### config.mk
export PLATFORM = sky130hd
export DESIGN_NAME = result_bcd_conv_flat
export DESIGN_NICKNAME = d
export VERILOG_FILES = /design/src/rtl/result_bcd_conv_pkg.sv /design/src/rtl/result_bcd_conv_if.sv /design/src/rtl/result_bcd_conv_bcd_digit_adj.sv /design/src/rtl/result_bcd_conv.sv /design/src/flat_wrapper.sv
export SDC_FILE = /design/constraint.sdc
export NUM_CORES = 1
export LEC_CHECK = 0
export ABC_AREA = 1
export BUFFER_PORTS_ARGS = -buffer_cell sky130_fd_sc_hd__clkbuf_2
export CAP_MARGIN = 20
export CORE_MARGIN = 5
export CORE_UTILIZATION = 50
export DETAILED_ROUTE_END_ITERATION = 10
export PLACE_DENSITY = 0.71
export SETUP_SLACK_MARGIN = 0.3
export SYNTH_ARGS = -nofsm -noshare
export SYNTH_HDL_FRONTEND = slang
export SYNTH_SLANG_ARGS = --single-unit
### constraint.sdc
create_clock -name CLK -period 2.1 [get_ports CLK]
set_clock_uncertainty 0.15 [all_clocks]
set_input_delay 0.315 -clock CLK [delete_from_list [all_inputs] [get_ports CLK]]
set_output_delay 0.315 -clock CLK [all_outputs]
set_load 0.05 [all_outputs]
### src/rtl/result_bcd_conv_pkg.sv
// Shared constants and types for the binary-to-BCD result converter.
// State codes 2'b10/2'b11 are reserved and behave as IDLE.
package result_bcd_conv_pkg;

    localparam int unsigned DEF_WIDTH      = 8;
    localparam int unsigned DEF_DIGITS     = 3;
    localparam int unsigned BCD_ADJ_THRESH = 5;
    localparam int unsigned BCD_ADJ_ADD    = 3;

    typedef enum logic [1:0] {
        S_IDLE  = 2'b00,
        S_SHIFT = 2'b01
    } state_t;

endpackage

### src/rtl/result_bcd_conv_if.sv
// Start/Busy/Done handshake and data bus between the adder datapath and the BCD converter.
interface result_bcd_conv_if #(
    parameter int unsigned WIDTH  = 8,
    parameter int unsigned DIGITS = 3
);
    logic                  Start;
    logic [WIDTH-1:0]      BinIn;
    logic                  Busy;
    logic                  Done;
    logic [4*DIGITS-1:0]   BcdOut;

    modport master (output Start, output BinIn, input Busy, input Done, input BcdOut);
    modport slave  (input Start, input BinIn, output Busy, output Done, output BcdOut);
endinterface

### src/rtl/result_bcd_conv_bcd_digit_adj.sv
// Double-dabble digit correction: a BCD digit of 5 or more gets +3 before the shift.
module bcd_digit_adj
    import result_bcd_conv_pkg::*;
(
    input  logic [3:0] digit_i,
    output logic [3:0] digit_o
);

    // 4-bit add with no carry out; inputs never exceed 9 in a valid conversion
    assign digit_o = (digit_i >= 4'(BCD_ADJ_THRESH)) ? (digit_i + 4'(BCD_ADJ_ADD)) : digit_i;

endmodule

### src/rtl/result_bcd_conv.sv
// Sequential double-dabble converter: captures an adder result on Start and
// produces packed BCD digits after WIDTH shift cycles, one bit per clock.
module result_bcd_conv
    import result_bcd_conv_pkg::*;
#(
    parameter int unsigned WIDTH  = DEF_WIDTH,
    parameter int unsigned DIGITS = DEF_DIGITS
) (
    input  logic             CLK,
    input  logic             RST,
    result_bcd_conv_if.slave bus
);

    localparam int unsigned BCD_W = 4 * DIGITS;
    localparam int unsigned SR_W  = BCD_W + WIDTH;
    localparam int unsigned CNT_W = $clog2(WIDTH);

    state_t             state_q;
    logic [SR_W-1:0]    sr_q;
    logic [SR_W-1:0]    sr_d;
    logic [CNT_W-1:0]   cnt_q;
    logic               busy_q;
    logic               done_q;
    logic [BCD_W-1:0]   bcd_q;
    logic [BCD_W-1:0]   adj_c;

    for (genvar g = 0; g < int'(DIGITS); g++) begin : g_adj
        bcd_digit_adj u_adj (
            .digit_i (sr_q[WIDTH + 4*g +: 4]),
            .digit_o (adj_c[4*g +: 4])
        );
    end

    // Adjusted BCD half plus binary half, shifted left; the top bit falls off
    assign sr_d = {adj_c[BCD_W-2:0], sr_q[WIDTH-1:0], 1'b0};

    always_ff @(posedge CLK or posedge RST) begin
        if (RST) begin
            state_q <= S_IDLE;
            sr_q    <= '0;
            cnt_q   <= '0;
            busy_q  <= 1'b0;
            done_q  <= 1'b0;
            bcd_q   <= '0;
        end else begin
            done_q <= 1'b0;
            case (state_q)
                S_SHIFT: begin
                    sr_q  <= sr_d;
                    cnt_q <= cnt_q + CNT_W'(1);
                    if (cnt_q == CNT_W'(WIDTH - 1)) begin
                        bcd_q   <= sr_d[SR_W-1:WIDTH];
                        done_q  <= 1'b1;
                        busy_q  <= 1'b0;
                        state_q <= S_IDLE;
                    end
                end
                default: begin
                    state_q <= S_IDLE;
                    busy_q  <= 1'b0;
                    if (bus.Start) begin
                        sr_q    <= {BCD_W'(0), bus.BinIn};
                        cnt_q   <= '0;
                        busy_q  <= 1'b1;
                        state_q <= S_SHIFT;
                    end
                end
            endcase
        end
    end

    assign bus.Busy   = busy_q;
    assign bus.Done   = done_q;
    assign bus.BcdOut = bcd_q;

endmodule
### src/flat_wrapper.sv
// flat-port wrapper written by rule: the top's interface ports become plain ports
module result_bcd_conv_flat import result_bcd_conv_pkg::*;
#(
    parameter int unsigned WIDTH  = DEF_WIDTH,
    parameter int unsigned DIGITS = DEF_DIGITS
)
  (CLK, RST, bus_Start, bus_BinIn, bus_Busy, bus_Done, bus_BcdOut);
  result_bcd_conv_if #(.WIDTH(WIDTH), .DIGITS(DIGITS)) bus_i ();
  input  logic CLK;
  input  logic RST;
  input wire logic [$bits(bus_i.Start)-1:0] bus_Start;
  input wire logic [$bits(bus_i.BinIn)-1:0] bus_BinIn;
  output wire logic [$bits(bus_i.Busy)-1:0] bus_Busy;
  output wire logic [$bits(bus_i.Done)-1:0] bus_Done;
  output wire logic [$bits(bus_i.BcdOut)-1:0] bus_BcdOut;
  assign bus_i.Start = bus_Start;
  assign bus_i.BinIn = bus_BinIn;
  assign bus_Busy = bus_i.Busy;
  assign bus_Done = bus_i.Done;
  assign bus_BcdOut = bus_i.BcdOut;
  result_bcd_conv #(.WIDTH(WIDTH), .DIGITS(DIGITS)) u_core (.CLK(CLK), .RST(RST), .bus(bus_i));
endmodule
# Word level (Yosys, flattened, before mapping)
# Index checks and enable logic that the tools add are counted.
# word_totals
reg_bits	39
inputBits	11
output_inout_bits	14
wordCells	33
# classes
addsub	4
order_cmp	3
eq_ne	3
muxes	15
reduce_logical	2
# ops
cell	count
20-bit 2-to-1 mux	2
4-bit by 3-bit greater-or-equal comparator with 1-bit output, second input constant	3
3-bit 2-to-1 mux	3
4-bit by 2-bit adder with 4-bit output, second input constant	2
4-bit 2-to-1 mux	2
1-bit 2-to-1 mux	6
2-bit 2-to-1 mux	2
3-bit by 1-bit adder with 3-bit output, second input constant	1
3-bit by 2-bit adder with 3-bit output, second input constant	1
3-bit == test, second input constant	1
2-bit by 1-bit == test with 1-bit output, second input constant	1
2-bit by 1-bit inequality test with 1-bit output, second input constant	1
2-bit AND reduction	1
2-bit nonzero test	1

# Logic depth before layout (Yosys ltp)
# logic_depth
ltp_word	3
ltp_mapped	8
depth_no_buf	8

# Cells and area by module
# A second synthesis with hierarchy kept.
# hier_totals
cells_unflattened	222
hier_area_um2	2045.7
# by_module_without_submodules
module	instances	cells_each	area_per_inst_um2	seq_area_each_um2
result_bcd_conv	1	153	1640.3	925.9
bcd_digit_adj	3	23	135.1	0.0

# Least setup slack after synthesis
# Ideal clock, no wire load.
# synth_timing
path_type	register to register
startpoint	register u_core.bus.Busy (netlist name)
endpoint	register u_core.sr_q[1]
setup_ns	0.124
arrival_time_ns	1.191
required_time_ns	1.826
setup_slack_ns	0.636
stages_incl_launch_ff	7
path_buffers	1
period_less_slack_ns	1.464
path_cell_list	dfrtp_1 > inv_2 > nand2_4 > inv_4 > buf_6 > nand2_1 > nand3_1
# synth_rtl
element	line_no	source
end signal: assignment	result_bcd_conv.sv:49	sr_q <= sr_d;
end signal: assignment	result_bcd_conv.sv:62	sr_q <= {BCD_W'(0), bus.BinIn};
end: declaration	result_bcd_conv.sv:19	logic [SR_W-1:0] sr_q;

# Worst setup path in the final report
# layout_timing
startpoint	register u_core.busy_q (netlist: u_core.bus.Busy)
endpoint	output bus_Busy
# layout_rtl
element	line_no	source
start: declaration	result_bcd_conv.sv:22	logic busy_q;
start signal: assignment	result_bcd_conv.sv:42	busy_q <= 1'b0;
start signal: assignment	result_bcd_conv.sv:54	busy_q <= 1'b0;
start signal: assignment	result_bcd_conv.sv:60	busy_q <= 1'b0;
end: declaration	flat_wrapper.sv:13	output wire logic [$bits(bus_i.Busy)-1:0] bus_Busy;
# No word-level cell between the ends.

==> flow_summary.toml <==
[worst_setup_path]
ff2ff_setup_slack_ns = 0.45
worstPathRequired_ns = 1.63
cpPeakStageDelay_ns = 0.57
worst_r2r_path_depth = 6
crit_type = "reg2out"
cp.arrival_ns = 1.25
path_cells = "clkbuf_2"
r2r_end = "u_core.bus.BcdOut[6]"
r2r-start = "u_core.cnt_q[0]"
crit_slowest_cell = "dfrtp_2"
cp-startpoint = "u_core.bus.Busy"
crit_buf_inv = 1
critical-path-top-delay-family = "flip-flops"
crit_fanout = 15
start_kind = "register"
endpoint_kind = "primary output"

[hold_path]
whs_endpoint = "u_core.sr_q[1]"
worstHoldStart = "bus_BinIn[1]"
hp-class = "in2reg"
hold_depth = 3

[clocking]
cts_tree = "built"
clk-insertion-delay-late_ns = 0.35
cts_sinks = 37
clockBufferDepth = 2
htree_levels = 2
cts_buffers = 5
path_clk_slew_ns = 0.10
clock-root-buffer = "clkbuf_4"

[die]
initial_utilization_pct = 52.0
die-height_um = 69.2
dieWidth_um = 69.2
ios = 25
num_rows = 21
dieArea_um2 = 4780
fp.coreArea_um2 = 3360

[job]
drv_cap = 0

[logic_synthesis]
syn_area_per_cell_um2 = 8.71
synth.most_common_cell = "nand2_1"
synth-seq-area-share_pct = 52.9
synthFlopType = "dfrtp_1"
syn_nets = 220
ys_warn_count = 0
synth_edf_count = 0
synth_top_cell_by_area = "dfrtp_1"
synth_top_cell_area_share_pct = 52.9
synth-xor-area-share_pct = 0
synthMuxAreaShare_pct = 0
synth-simple-area-share_pct = 28.3
synth_area_leaders = "dfrtp_1 53%, nand2_1 16%, nand3_1 7.7%, ha_1 5.7%, inv_1 3.4%"
netlist_instances = 201
synth_fa_ha_area_share_pct = 5.72
ys_async_sr_fraction_pct = 100
ys_ff_latch = 37
yosysUniqueCellTypes = 20
syn_area_um2 = 1750
synth_top_cells_by_count = "75 x nand2_1, 37 x dfrtp_1, 27 x nand3_1"
synth_top_family_by_area = "simple AND/OR/NAND/NOR gates"
synth_compound_area_share_pct = 6.43

[routing]
drt-initial-drc-count = 88
first_pass_iters = 4
routedWlPerCell_um = 12.1
wl_um = 3360
routed_via_density = 5.03
postRouteAntennaNets = 0
drc = 0
vias = 1398

[timing]
fin_crit_ns = 1.72
finalSetupTns_ns = 0
hold_viol = 0
period_share_pct = 81.9
worst_pin_slew_ns = 0.455
maxSlewHeadroom_pct = 69.6
setup_ws_ns = 0.380
finalSetupViolCount = 0
slew_viol_final = 0
rsz0062_at_grt = "no"
clock.fmax_mhz = 582

[pwr]
p_per_area_nw_per_um2 = 1790
peakVddDrop_mv = 0.754
power.leakage_uw = 0.00109

[placed_design]
place_ws_ns = 0.463
numPortBuffers = 24
post_dp_cell_area_um2 = 1900
gp_congestion = 0.864
hpwl_um = 2390

[global_route]
grt_overflow = 0
track_usage_pct = 15.0
antenna_found_initial = 0
grt_pass1_wl_um = 5870
grt_max_degree = 38
grt_pass1_vias = 1365

[run_status]
status = "completed"

[final_layout]
area_growth_pct = 14.2
fill_cells = 315
fin_area_um2 = 2000
drive_gt1_share_pct = 17.2
insertedDiodeCount = 0
layout.nets = 250
==> metrics by stage <==
step	total power, uW	hold WS (ns)	std cells	util [%]
after floorplan	2690	0.298	201	-
after CTS	3590	0.0195	278	59.4
after global placement	3040	0.272	269	56.5
final	3570	0.0316	278	59.4
after global routing	3880	0.0281	278	59.4
after detailed placement	3070	0.274	269	56.5
==> logic make-up (layout without fill, tap and decap cells) <==
family / after synthesis / in the layout
AND/OR/NAND/NOR: 115 / 115
buffers and inverters: 23 / 54
adder cells (fa/ha/maj): 8 / 8
AO/OA/AOI/OAI: 18 / 18
flip-flops: 37 / 37
==> tightest hold or removal path, delay by kind of cell <==
kind	cells	cell delay, ns
buffers and inverters	1	0.07
and+or+nand+nor	2	0.11
==> cells in the final DEF (no fill, tap or decap), drive strengths merged <==
master / instances
clkinv: 1
nand3: 27
dlygate4sd3: 1
buf: 2
bufinv: 1
o22ai: 4
o211ai: 1
o21ai: 9
nor2: 5
a22o: 3
clkbuf: 31
inv: 18
nand4: 6
dfrtp: 37
a21oi: 1
nand2: 77
ha: 8
==> repair_timing <==
| action | in CTS | in global routing |
|---|---|---|
| endpoints found under the hold margin | 37 | 0 |
| setup buffers | 0 | 0 |
| hold buffers | 1 | 0 |
| resized for setup | 1 | 0 |
| setup endpoints to repair | 1 | 0 |
==> layout make-up <==
class,count,area [um2],area share (%)
Clock buffer,7,55.1,2.76
Clock inverter,1,30.0,1.50
Inverter,19,75.1,3.76
Multi-Input combinational cell,141,708,35.4
Sequential cell,37,927,46.4
Tap cell,46,57.6,2.88
Timing Repair Buffer,27,145,7.26
==> registers in the layout, summed over array words and instances (netlist names) <==
register           cells
u_core.bus.Done        1
u_core.bus.BcdOut     12
u_core.sr_q           20
u_core.cnt_q           3
u_core.bus.Busy        1
==> power breakdown <==
group | switching (uW) | leakage, uW | internal (uW)
Combinational | 1230 | 0.000578 | 535
Sequential | 244 | 0.000462 | 1050
Clock | 230 | 0.0000455 | 284
Total | 1700 | 0.00109 | 1870
==> worst max-delay path by stage <==
stage | end | depth (start not counted)
final | bus_Busy | 1
after global placement | u_core.bus.BcdOut[1] | 6
after floorplan | u_core.sr_q[1] | 6
after CTS | bus_Busy | 1
after global routing | bus_Busy | 1
after detailed placement | u_core.bus.BcdOut[1] | 6
==> metal layers <==
layer	vias to the layer above	GRT usage (%)	share of wire, %
met5	-	0	0
met4	0	6.29	1.9
met3	8	4.06	4.7
met2	38	23.5	45
met1	628	19.5	48
li1	724	-	-
(Power assumes the default switching activity.)
